**config.mk**
```make
export PLATFORM = sky130hd
export DESIGN_NAME = reg_cmd_ctrl_flat
export DESIGN_NICKNAME = d
export VERILOG_FILES = /design/src/rtl/reg_cmd_ctrl_pkg.sv /design/src/rtl/reg_cmd_ctrl_if.sv /design/src/rtl/reg_cmd_ctrl.sv /design/src/flat_wrapper.sv
export SDC_FILE = /design/constraint.sdc
export NUM_CORES = 1
export LEC_CHECK = 0
export CAP_MARGIN = 10
export CORE_AREA = 10 10 70 72
export DETAILED_ROUTE_END_ITERATION = 6
export DIE_AREA = 0 0 80 82
export DONT_BUFFER_PORTS = 1
export PLACE_DENSITY = 0.61
export SLEW_MARGIN = 5
export SYNTH_ARGS = -nofsm -noshare
export SYNTH_HDL_FRONTEND = slang
export SYNTH_SLANG_ARGS = --single-unit
```
**constraint.sdc**
```tcl
create_clock -name CLK -period 2.2 [get_ports CLK]
set_input_delay 0.22 -clock CLK [delete_from_list [all_inputs] [get_ports CLK]]
set_output_delay 0.22 -clock CLK [all_outputs]
set_load 0.02 [all_outputs]
```
**src/rtl/reg_cmd_ctrl_pkg.sv**
```systemverilog
// reg_cmd_ctrl_pkg: opcodes, FSM state type and register-file geometry shared with the register file
package reg_cmd_ctrl_pkg;
  localparam int RF_WIDTH = 8;
  localparam int RF_ADDR_W = 4;
  localparam logic [7:0] OP_WRITE = 8'hAA;
  localparam logic [7:0] OP_READ = 8'hBB;
  typedef enum logic [2:0] {
    IDLE, WR_ADDR, WR_DATA, WR_EXEC, RD_ADDR, RD_EXEC, RD_WAIT, TX_SEND
  } state_t;
endpackage

```
**src/rtl/reg_cmd_ctrl_if.sv**
```systemverilog
// reg_cmd_ctrl_if: UART RX/TX and register-file signals around the command controller
interface reg_cmd_ctrl_if import reg_cmd_ctrl_pkg::*; #(
  parameter int WIDTH = RF_WIDTH,
  parameter int ADDR_W = RF_ADDR_W
);
  logic [WIDTH-1:0] RX_P_DATA;
  logic RX_D_VLD;
  logic [WIDTH-1:0] RdData;
  logic RdData_Valid;
  logic TX_BUSY;
  logic WrEn;
  logic RdEn;
  logic [ADDR_W-1:0] Address;
  logic [WIDTH-1:0] WrData;
  logic [WIDTH-1:0] TX_P_DATA;
  logic TX_D_VLD;
  logic CMD_ERR;
  modport master (
    input RX_P_DATA, RX_D_VLD, RdData, RdData_Valid, TX_BUSY,
    output WrEn, RdEn, Address, WrData, TX_P_DATA, TX_D_VLD, CMD_ERR
  );
  modport slave (
    output RX_P_DATA, RX_D_VLD, RdData, RdData_Valid, TX_BUSY,
    input WrEn, RdEn, Address, WrData, TX_P_DATA, TX_D_VLD, CMD_ERR
  );
endinterface

```
**src/rtl/reg_cmd_ctrl.sv**
```systemverilog
// reg_cmd_ctrl: decodes UART write/read frames into register-file accesses and returns read bytes to UART TX
module reg_cmd_ctrl import reg_cmd_ctrl_pkg::*; #(
  parameter int WIDTH = RF_WIDTH,
  parameter int ADDR_W = RF_ADDR_W,
  parameter int DEPTH = 16,
  parameter int RD_TIMEOUT = 8
) (
  input logic CLK,
  input logic RST,
  reg_cmd_ctrl_if.master bus
);
  localparam int CW = $clog2(RD_TIMEOUT + 1);
  state_t r_state, w_state;
  logic [CW-1:0] r_cnt, w_cnt;
  logic r_wr_en, w_wr_en, r_rd_en, w_rd_en, r_tx_vld, w_tx_vld, r_err, w_err;
  logic [ADDR_W-1:0] r_addr, w_addr;
  logic [WIDTH-1:0] r_wr_data, w_wr_data, r_tx_data, w_tx_data;
  logic w_vld, w_addr_ok;
  assign w_vld = bus.RX_D_VLD;
  assign w_addr_ok = 32'(bus.RX_P_DATA) < DEPTH;
  always_ff @(posedge CLK)
    r_state <= RST ? IDLE : w_state;
  always_comb begin
    w_state = r_state;
    w_cnt = r_cnt;
    w_wr_en = 1'b0;
    w_rd_en = 1'b0;
    w_err = 1'b0;
    w_addr = r_addr;
    w_wr_data = r_wr_data;
    w_tx_data = r_tx_data;
    w_tx_vld = r_tx_vld;
    case (r_state)
      IDLE: if (w_vld) begin
        w_state = (bus.RX_P_DATA == OP_WRITE) ? WR_ADDR : (bus.RX_P_DATA == OP_READ) ? RD_ADDR : IDLE;
        w_err = (bus.RX_P_DATA != OP_WRITE) && (bus.RX_P_DATA != OP_READ);
      end
      WR_ADDR, RD_ADDR: if (w_vld) begin
        w_err = !w_addr_ok;
        w_addr = w_addr_ok ? bus.RX_P_DATA[ADDR_W-1:0] : r_addr;
        w_rd_en = w_addr_ok && (r_state == RD_ADDR);
        w_state = !w_addr_ok ? IDLE : (r_state == WR_ADDR) ? WR_DATA : RD_EXEC;
      end
      WR_DATA: if (w_vld) begin
        w_wr_data = bus.RX_P_DATA;
        w_wr_en = 1'b1;
        w_state = WR_EXEC;
      end
      WR_EXEC: begin
        w_err = w_vld;
        w_state = IDLE;
      end
      RD_EXEC: begin
        w_err = w_vld;
        w_cnt = '0;
        w_state = RD_WAIT;
      end
      RD_WAIT: begin
        w_err = w_vld;
        if (bus.RdData_Valid) begin
          w_tx_data = bus.RdData;
          w_tx_vld = 1'b1;
          w_state = TX_SEND;
        end else if (r_cnt >= CW'(RD_TIMEOUT - 1)) begin
          w_err = 1'b1;
          w_state = IDLE;
        end else begin
          w_cnt = r_cnt + CW'(1);
        end
      end
      TX_SEND: begin
        w_err = w_vld;
        w_tx_vld = bus.TX_BUSY;
        w_state = bus.TX_BUSY ? TX_SEND : IDLE;
      end
      default: w_state = IDLE;
    endcase
  end
  always_ff @(posedge CLK) begin
    if (RST) begin
      r_cnt <= '0;
      r_wr_en <= 1'b0;
      r_rd_en <= 1'b0;
      r_tx_vld <= 1'b0;
      r_err <= 1'b0;
      r_addr <= '0;
      r_wr_data <= '0;
      r_tx_data <= '0;
    end else begin
      r_cnt <= w_cnt;
      r_wr_en <= w_wr_en;
      r_rd_en <= w_rd_en;
      r_tx_vld <= w_tx_vld;
      r_err <= w_err;
      r_addr <= w_addr;
      r_wr_data <= w_wr_data;
      r_tx_data <= w_tx_data;
    end
  end
  assign bus.WrEn = r_wr_en;
  assign bus.RdEn = r_rd_en;
  assign bus.Address = r_addr;
  assign bus.WrData = r_wr_data;
  assign bus.TX_P_DATA = r_tx_data;
  assign bus.TX_D_VLD = r_tx_vld;
  assign bus.CMD_ERR = r_err;
endmodule
```
**src/flat_wrapper.sv**
```systemverilog
// flat-port wrapper written by rule: the top's interface ports become plain ports
module reg_cmd_ctrl_flat import reg_cmd_ctrl_pkg::*;
#(
  parameter int WIDTH = RF_WIDTH,
  parameter int ADDR_W = RF_ADDR_W,
  parameter int DEPTH = 16,
  parameter int RD_TIMEOUT = 8
)
  (CLK, RST, bus_RX_P_DATA, bus_RX_D_VLD, bus_RdData, bus_RdData_Valid, bus_TX_BUSY, bus_WrEn, bus_RdEn, bus_Address, bus_WrData, bus_TX_P_DATA, bus_TX_D_VLD, bus_CMD_ERR);
  reg_cmd_ctrl_if #(.WIDTH(WIDTH), .ADDR_W(ADDR_W)) bus_i ();
  input logic CLK;
  input logic RST;
  input wire logic [$bits(bus_i.RX_P_DATA)-1:0] bus_RX_P_DATA;
  input wire logic [$bits(bus_i.RX_D_VLD)-1:0] bus_RX_D_VLD;
  input wire logic [$bits(bus_i.RdData)-1:0] bus_RdData;
  input wire logic [$bits(bus_i.RdData_Valid)-1:0] bus_RdData_Valid;
  input wire logic [$bits(bus_i.TX_BUSY)-1:0] bus_TX_BUSY;
  output wire logic [$bits(bus_i.WrEn)-1:0] bus_WrEn;
  output wire logic [$bits(bus_i.RdEn)-1:0] bus_RdEn;
  output wire logic [$bits(bus_i.Address)-1:0] bus_Address;
  output wire logic [$bits(bus_i.WrData)-1:0] bus_WrData;
  output wire logic [$bits(bus_i.TX_P_DATA)-1:0] bus_TX_P_DATA;
  output wire logic [$bits(bus_i.TX_D_VLD)-1:0] bus_TX_D_VLD;
  output wire logic [$bits(bus_i.CMD_ERR)-1:0] bus_CMD_ERR;
  assign bus_i.RX_P_DATA = bus_RX_P_DATA;
  assign bus_i.RX_D_VLD = bus_RX_D_VLD;
  assign bus_i.RdData = bus_RdData;
  assign bus_i.RdData_Valid = bus_RdData_Valid;
  assign bus_i.TX_BUSY = bus_TX_BUSY;
  assign bus_WrEn = bus_i.WrEn;
  assign bus_RdEn = bus_i.RdEn;
  assign bus_Address = bus_i.Address;
  assign bus_WrData = bus_i.WrData;
  assign bus_TX_P_DATA = bus_i.TX_P_DATA;
  assign bus_TX_D_VLD = bus_i.TX_D_VLD;
  assign bus_CMD_ERR = bus_i.CMD_ERR;
  reg_cmd_ctrl #(.WIDTH(WIDTH), .ADDR_W(ADDR_W), .DEPTH(DEPTH), .RD_TIMEOUT(RD_TIMEOUT)) u_core (.CLK(CLK), .RST(RST), .bus(bus_i));
endmodule
```
==> run summary, run 1 <==
DETAILED ROUTING
----------------------------------------------------------------------------------------
Vias per Instance                                                                   5.58
Wire length per cell                                                             17.1 µm
Vias after detailed routing                                                         1217
Number of search-and-repair iterations in the first detailed-routing pass              4
Final routed wirelength across all metal layers                                  3720 µm
DRC violation count after routing                                                      0
Initial drt markers                                                                   87
Remaining antenna violation count after routing                                        0

SYNTH
----------------------------------------------------------------------------------------
Avg Cell Area, Syn                                                              8.41 µm²
Total nets after synthesis                                                           194
Proportion of synthesized flip-flops having asynchronous set or reset                 0%
Post-synthesis cell area                                                        1450 µm²
Sequential cell area fraction in the yosys report                                  42.9%
Number of enable flip-flop cells after synthesis                                       0
Yosys warns                                                                            0
Most common flop cell mapped by yosys                                       sky130_fd_sc_hd__dfxtp_1
Flip-flop and latch count after synthesis                                             31
Distinct cells, synth                                                                 39
Syn Inst Count                                                                       172

FLOORPLANNING
----------------------------------------------------------------------------------------
I/O pins                                                                              45
Area of the core                                                                3580 µm²
Cell row count                                                                        22
Total Die Area                                                                  6560 µm²
Starting Density                                                                   40.4%
Chip Height                                                                        82 µm
Die width                                                                          80 µm

GRT
----------------------------------------------------------------------------------------
GRT Total Usage                                                                    11.8%
Number of global-route vias before repair                                           1235
Overflow left after global routing                                                     0
Wire length of the first global-routing pass                                     6020 µm
Maximum number of pins on one net before global-route repair                          24
Initial antenna violation count                                                        0

LAYOUT
----------------------------------------------------------------------------------------
Area used by sequential logic in the layout                                      621 µm²
Diode insertion count for antenna repair                                               0
Finished Cell Area                                                              1490 µm²
Fraction of final layout cells with drive strength greater than 1                  6.47%
Filler Cells Inserted                                                                374
Area occupied by multi-input gates                                               728 µm²
Area added between synthesis and finish                                            3.03%
Total number of nets in the final design                                             192

STA
----------------------------------------------------------------------------------------
Fmax                                                                             543 MHz
Final Critical Period                                                            1840 ps
Clock Skew                                                                       4.25 ps
Count of endpoints failing setup in the final report                                   0
Total negative setup slack                                                          0 ps
Max-slew headroom at the worst pin                                                 43.3%
Fraction of the cycle the final worst path needs                                   83.7%
Transition time of the tightest slew-check pin                                    848 ps
Max Slew Vio Count                                                                     0
Fin. Hold Viols                                                                        0
RSZ-0062 raised after global routing                                                  no

CTS
----------------------------------------------------------------------------------------
H-tree levels                                                                          2
CTS tree                                                                           built
Clock root buffer                                                           sky130_fd_sc_hd__clkbuf_4
Max clock buf depth                                                                    2
Number of CTS-inserted buffers                                                         5
Clock sink count                                                                      31
Worst-path clk slew                                                               100 ps
Insertion delay of the later-clocked pin in the worst-skew pair                   330 ps

POWER
----------------------------------------------------------------------------------------
Leakage power                                                                   0.530 nW
Power density over cell area                                                  660 nW/µm²
Worst IR Drop VDD                                                                 400 µV

SETUP PATH
----------------------------------------------------------------------------------------
Type of the setup path with the least slack                                 flip-flop to flip-flop
Library cell contributing the largest single delay on the critical path     sky130_fd_sc_hd__dfxtp_1
Worst EP required                                                                2470 ps
Critical path capture point type                                               flip-flop
Buf+Inv Stages, Crit Path                                                              1
Arrival time of the worst setup path                                             2120 ps
Stage delay of the slowest cell on the critical path                              790 ps
CP Cell Sequence                                                            inv_1 > o32a_2 > o221ai_1 > o211a_1
Crit path launch type                                                          flip-flop
Maximum fanout along the worst path                                                   22
Family with the most delay on the worst path                                  flip-flops

PLACED DESIGN
----------------------------------------------------------------------------------------
Count of input and output buffers                                                      0
Post-place instance area                                                        1420 µm²
Estimated wirelength of the detail-placed design                                 2800 µm
Final Wtd Congestion                                                               0.810

WORST HOLD PATH
----------------------------------------------------------------------------------------
Worst hold path class                                                       primary input to flip-flop

FLOW RUN
----------------------------------------------------------------------------------------
Max-Cap Viols                                                                          0

OUTCOME
----------------------------------------------------------------------------------------
Outcome                                                                        completed

## cell type report
| type | instances | area share, % |
|---|---|---|
| clock inverters | 1 | 0.336 |
| flip-flops and latches | 31 | 41.6 |
| inverters | 4 | 1.01 |
| well taps | 48 | 4.03 |
| clock buffers | 6 | 3.44 |
| multi-input cells | 127 | 48.9 |
| repair buffers | 1 | 0.672 |
## logic make-up after synthesis
group | count (synthesis) | share of synthesized area, %
multiplexers | 5 | 3.46
buffers and inverters | 14 | 6.75
AND/OR/NAND/NOR | 76 | 25.8
adder cells (fa/ha/maj) | 2 | 1.56
AO/OA/AOI/OAI | 42 | 18.3
flip-flops | 31 | 42.9
XOR/XNOR | 2 | 1.21
## flip-flops by register name (all words and copies together), names as in the netlist
register	flops
u_core.bus.TX_P_DATA	8
u_core.bus.WrData	8
u_core.bus.Address	4
u_core.r_cnt	4
u_core.r_state	3
u_core.bus.CMD_ERR	1
u_core.bus.RdEn	1
u_core.bus.TX_D_VLD	1
u_core.bus.WrEn	1
## worst register-to-register path: stages (launching register included)
cell and delay [ps]:
sky130_fd_sc_hd__dfxtp_1 790, sky130_fd_sc_hd__inv_1 250, sky130_fd_sc_hd__o32a_2 480, sky130_fd_sc_hd__o221ai_1 100, sky130_fd_sc_hd__o211a_1 180
## final timing paths
path / start / end / slack (ps) / cells after the start
worst min register to register: u_core.r_cnt[1] / u_core.r_cnt[1] / 490 / 2
worst max-delay path: u_core.r_state[2] / u_core.r_state[0] / 360 / 4
worst min-delay path: bus_RX_P_DATA[2] / u_core.bus.WrData[2] / 10 / 2
worst max register to register: u_core.r_state[2] / u_core.r_state[0] / 360 / 4
## timing repair
| item | in CTS | in global routing |
|---|---|---|
| buffers inserted | 0 | 0 |
| hold buffers | 1 | 0 |
| resized for setup | 0 | 0 |
| endpoints found under the hold margin | 23 | 0 |
## routing by layer
layer | wire length, µm | global-route usage [%]
met1 | 1390 | 11.6
met5 | 0 | 0
met3 | 388 | 6.77
met2 | 1890 | 19.9
met4 | 50 | 5.46
## metrics by stage
step           total power [mW]  util, %  hold slack [ps]  std cells  setup slack (ps)
2_1_floorplan             0.651        -              337        172               671
3_3_place_gp              0.647     39.8              293        210               510
3_5_place_dp              0.649     39.8              295        210               441
4_1_cts                   0.984     41.6             13.2        218               416
5_1_grt                    1.02     41.6            0.135        218               237
6_report                  0.983     41.6             13.9        218               359
## cell usage in the layout (no fill, tap or decap), types with 2 or more instances in the layout
cell type / n
sky130_fd_sc_hd__nand4_1: 3
sky130_fd_sc_hd__inv_1: 4
sky130_fd_sc_hd__xor2_1: 2
sky130_fd_sc_hd__o21ai_0: 2
sky130_fd_sc_hd__clkbuf_4: 5
sky130_fd_sc_hd__nand2b_1: 3
sky130_fd_sc_hd__nand3_1: 4
sky130_fd_sc_hd__nand2_1: 40
sky130_fd_sc_hd__dfxtp_1: 31
sky130_fd_sc_hd__nor2b_1: 6
sky130_fd_sc_hd__o211ai_1: 3
sky130_fd_sc_hd__a31oi_1: 4
sky130_fd_sc_hd__or4_1: 3
sky130_fd_sc_hd__mux2i_1: 5
sky130_fd_sc_hd__nor3_1: 3
sky130_fd_sc_hd__and3_1: 3
sky130_fd_sc_hd__a21oi_1: 22
sky130_fd_sc_hd__nor2_1: 7
## synthesized netlist by cell type, types with 2 or more instances
master | number | share of area (%)
sky130_fd_sc_hd__nor3_1 | 3 | 1.0
sky130_fd_sc_hd__nand2b_1 | 3 | 1.3
sky130_fd_sc_hd__or4_1 | 3 | 1.6
sky130_fd_sc_hd__dfxtp_1 | 31 | 43
sky130_fd_sc_hd__inv_1 | 4 | 1.0
sky130_fd_sc_hd__nand3_1 | 4 | 1.4
sky130_fd_sc_hd__o21ai_0 | 2 | 0.69
sky130_fd_sc_hd__and3_1 | 3 | 1.3
sky130_fd_sc_hd__nand2_1 | 40 | 10
sky130_fd_sc_hd__o211ai_1 | 3 | 1.6
sky130_fd_sc_hd__nor2b_1 | 6 | 2.6
sky130_fd_sc_hd__nor2_1 | 7 | 1.8
sky130_fd_sc_hd__mux2i_1 | 5 | 3.5
sky130_fd_sc_hd__buf_2 | 3 | 1.0
sky130_fd_sc_hd__a31oi_1 | 4 | 1.7
sky130_fd_sc_hd__clkbuf_1 | 2 | 0.52
sky130_fd_sc_hd__xor2_1 | 2 | 1.2
sky130_fd_sc_hd__a21oi_1 | 22 | 7.6
sky130_fd_sc_hd__clkbuf_8 | 3 | 2.9
sky130_fd_sc_hd__nand4_1 | 3 | 1.3
## power by group
part / switching (mW) / leakage (nW) / internal, mW
registers: 0.0189 / 0.251 / 0.569
clock network: 0.191 / 0.0341 / 0.148
logic: 0.0337 / 0.246 / 0.0227
total: 0.243 / 0.530 / 0.739
Note: power is estimated with default switching activity, not from simulation.
==> run 2, diff against run 1 <==
- clock period: 2.2 -> 1.7 ns (I/O delays scaled with it)
==> run summary, run 2 (same netlist as run 1, synthesis figures left out) <==
STA
----------------------------------------------------------------------------------------
Transition time of the tightest slew-check pin                                    902 ps   was 848 ps
Max Slew Vio Count                                                                     0   unchanged
Total negative setup slack                                                          0 ps   unchanged
RSZ-0062 raised after global routing                                                  no   unchanged
Count of endpoints failing setup in the final report                                   0   unchanged
Fraction of the cycle the final worst path needs                                   95.4%   was 83.7%
Max-slew headroom at the worst pin                                                 39.7%   was 43.3%
Final Critical Period                                                            1620 ps   was 1840 ps
Fin. Hold Viols                                                                        0   unchanged
Fmax                                                                             616 MHz   was 543 MHz
Clock Skew                                                                       5.70 ps   was 4.25 ps

DETAILED ROUTING
----------------------------------------------------------------------------------------
Vias after detailed routing                                                         1351   was 1217
Max layer used                                                                      met4   unchanged
Final routed wirelength across all metal layers                                  3970 µm   was 3720 µm
Detail Route met2 WL                                                             2010 µm   was 1890 µm
DR WL met3                                                                        391 µm   was 388 µm
DRC violation count after routing                                                      0   unchanged
Number of search-and-repair iterations in the first detailed-routing pass              4   unchanged
Remaining antenna violation count after routing                                        0   unchanged
Initial drt markers                                                                   79   was 87
Routed length on met1                                                            1510 µm   was 1390 µm
Wire length per cell                                                             16.4 µm   was 17.1 µm
Vias per Instance                                                                   5.58   about the same

SETUP PATH
----------------------------------------------------------------------------------------
CP Cell Sequence                                                            ha_2 > a211o_2 > o32a_2 > o211a_1   was inv_1 > o32a_2 > o221ai_1 > o211a_1
Family with the most delay on the worst path                                compound AO/OA/AOI/OAI gates   was flip-flops
Worst R2R Setup Slack                                                              80 ps   was 360 ps
Length in cells of the worst reg-to-reg path                                           4   unchanged
Reg-to-reg critical path endpoint                                           u_core.r_state[0]   unchanged
Critical path capture point                                                 u_core.r_state[0]   unchanged
Maximum fanout along the worst path                                                    5   was 22
Type of the setup path with the least slack                                 flip-flop to flip-flop   unchanged
Library cell contributing the largest single delay on the critical path     sky130_fd_sc_hd__o32a_2   was sky130_fd_sc_hd__dfxtp_1
Buf+Inv Stages, Crit Path                                                              0   was 1
Worst EP required                                                                1930 ps   was 2470 ps
Origin of the worst setup path                                              u_core.r_cnt[0]   was u_core.r_state[2]
Arrival time of the worst setup path                                             1850 ps   was 2120 ps
Crit path launch type                                                          flip-flop   unchanged
Logic depth of the worst setup path including buffers                                  4   unchanged
Critical path capture point type                                               flip-flop   unchanged
Stage delay of the slowest cell on the critical path                              380 ps   was 790 ps
Crit Reg-Reg Startpoint                                                     u_core.r_cnt[0]   was u_core.r_state[2]

POWER
----------------------------------------------------------------------------------------
Power density over cell area                                                  761 nW/µm²   was 660 nW/µm²
Worst IR Drop VDD                                                                 422 µV   was 400 µV
Total power draw                                                                 1.32 mW   was 0.983 mW
Leakage power                                                                   0.635 nW   was 0.530 nW

GRT
----------------------------------------------------------------------------------------
Wire length of the first global-routing pass                                     6560 µm   was 6020 µm
Number of global-route vias before repair                                           1349   was 1235
Maximum number of pins on one net before global-route repair                          25   was 24
GRT Total Usage                                                                    12.6%   was 11.8%
Overflow left after global routing                                                     0   unchanged
Initial antenna violation count                                                        0   unchanged

CTS
----------------------------------------------------------------------------------------
Max clock buf depth                                                                    2   unchanged
Worst-path clk slew                                                                90 ps   was 100 ps
Clock root buffer                                                           sky130_fd_sc_hd__clkbuf_4   unchanged
Clock sink count                                                                      31   unchanged
Insertion delay of the later-clocked pin in the worst-skew pair                   320 ps   was 330 ps
Number of CTS-inserted buffers                                                         5   unchanged
H-tree levels                                                                          2   unchanged
CTS tree                                                                           built   unchanged

FLOORPLANNING
----------------------------------------------------------------------------------------
Die width                                                                          80 µm   unchanged
Area of the core                                                                3580 µm²   unchanged
I/O pins                                                                              45   unchanged
Starting Density                                                                   40.4%   unchanged
Cell row count                                                                        22   unchanged
Chip Height                                                                        82 µm   unchanged
Total Die Area                                                                  6560 µm²   unchanged

LAYOUT
----------------------------------------------------------------------------------------
Total number of nets in the final design                                             216   was 192
Area added between synthesis and finish                                            19.5%   was 3.03%
Most common cell after layout, fill and taps aside                          sky130_fd_sc_hd__nand2_1   unchanged
Diode insertion count for antenna repair                                               0   unchanged
Cell Count, Final, Fillers Out                                                       242   was 218
Filler Cells Inserted                                                                359   was 374
Fraction of final layout cells with drive strength greater than 1                  10.3%   was 6.47%
Most frequent cells in the layout                                           sky130_fd_sc_hd__nand2_1, sky130_fd_sc_hd__dfxtp_1, sky130_fd_sc_hd__a21oi_1, sky130_fd_sc_hd__dlygate4sd3_1, sky130_fd_sc_hd__nor2_1   was sky130_fd_sc_hd__nand2_1, sky130_fd_sc_hd__dfxtp_1, sky130_fd_sc_hd__a21oi_1, sky130_fd_sc_hd__nor2_1, sky130_fd_sc_hd__nor2b_1

PLACED DESIGN
----------------------------------------------------------------------------------------
Final Wtd Congestion                                                               0.812   was 0.810
Estimated wirelength of the detail-placed design                                 2850 µm   was 2800 µm
Count of input and output buffers                                                      0   unchanged
Placed cell count                                                                    216   was 210

FLOW RUN
----------------------------------------------------------------------------------------
Max-Cap Viols                                                                          0   unchanged

OUTCOME
----------------------------------------------------------------------------------------
Outcome                                                                        completed   unchanged

WORST HOLD PATH
----------------------------------------------------------------------------------------
Worst hold path class                                                       primary input to flip-flop   unchanged

run 2: changes by cell type in the layout (fill, tap and decap cells not counted):
cell,delta
sky130_fd_sc_hd__a311oi_1,-1
sky130_fd_sc_hd__a311oi_2,+1
sky130_fd_sc_hd__buf_4,+6
sky130_fd_sc_hd__dlygate4sd3_1,+18
sky130_fd_sc_hd__ha_1,-1
sky130_fd_sc_hd__ha_2,+1
sky130_fd_sc_hd__o21ai_1,-1
sky130_fd_sc_hd__o21ai_2,+1
run 2: layer usage:
layer | vias to the layer above | track usage, %
li1 | 653 | -
met1 | 638 | 13.3
met2 | 51 | 21.2
met3 | 9 | 6.22
met4 | 0 | 4.93
met5 | - | 0
run 2: report_power, final:
part	switching, mW	internal, mW	total (mW)
sequential	0.0221	0.736	0.758
clock	0.244	0.191	0.436
combinational	0.0575	0.0642	0.122
total	0.324	0.992	1.32
run 2: layout make-up:
class | count | area, µm² | share of cell area [%]
clock buffers | 6 | 51.3 | 2.97
multi-input cells | 127 | 741 | 42.9
flip-flops and latches | 31 | 621 | 35.9
clock inverters | 1 | 5.00 | 0.290
inverters | 4 | 15.0 | 0.869
repair buffers | 25 | 235 | 13.6
well taps | 48 | 60.1 | 3.48
run 2: per-stage QoR:
stage | utilization (%) | area, µm² | hold slack, ps | setup WS, ps
CTS | 47.9 | 1720 | 13.0 | 21.3
global placement | 41.0 | 1470 | 244 | 133
global route | 48.3 | 1730 | 6.98 | 14.3
floorplan | - | 1450 | 287 | 171
detailed placement | 41.0 | 1470 | 248 | 53.4
finish | 48.3 | 1730 | 20.7 | 77.9
run 2: worst min-delay path by stage:
stage               cells after the start        startpoint                 endpoint
finish                                  3  bus_RX_P_DATA[7]          u_core.bus.RdEn
global placement                        1               RST     u_core.bus.WrData[0]
floorplan                               1  bus_RdData_Valid       u_core.bus.CMD_ERR
CTS                                     3  bus_RX_P_DATA[7]          u_core.bus.RdEn
detailed placement                      1               RST  u_core.bus.TX_P_DATA[7]
global route                            3  bus_RX_P_DATA[7]          u_core.bus.RdEn
run 2: what timing repair did:
action	4_1_cts	5_1_grt
endpoints found under the setup margin	0	6
resized for setup	0	3
hold buffers	19	0
hold endpoints to repair	26	0
setup buffers	0	0
run 2: worst register-to-register path, stage by stage (launching register included):
cell and delay, ps:
sky130_fd_sc_hd__dfxtp_1 360, sky130_fd_sc_hd__ha_2 220, sky130_fd_sc_hd__a211o_2 350, sky130_fd_sc_hd__o32a_2 380, sky130_fd_sc_hd__o211a_1 220
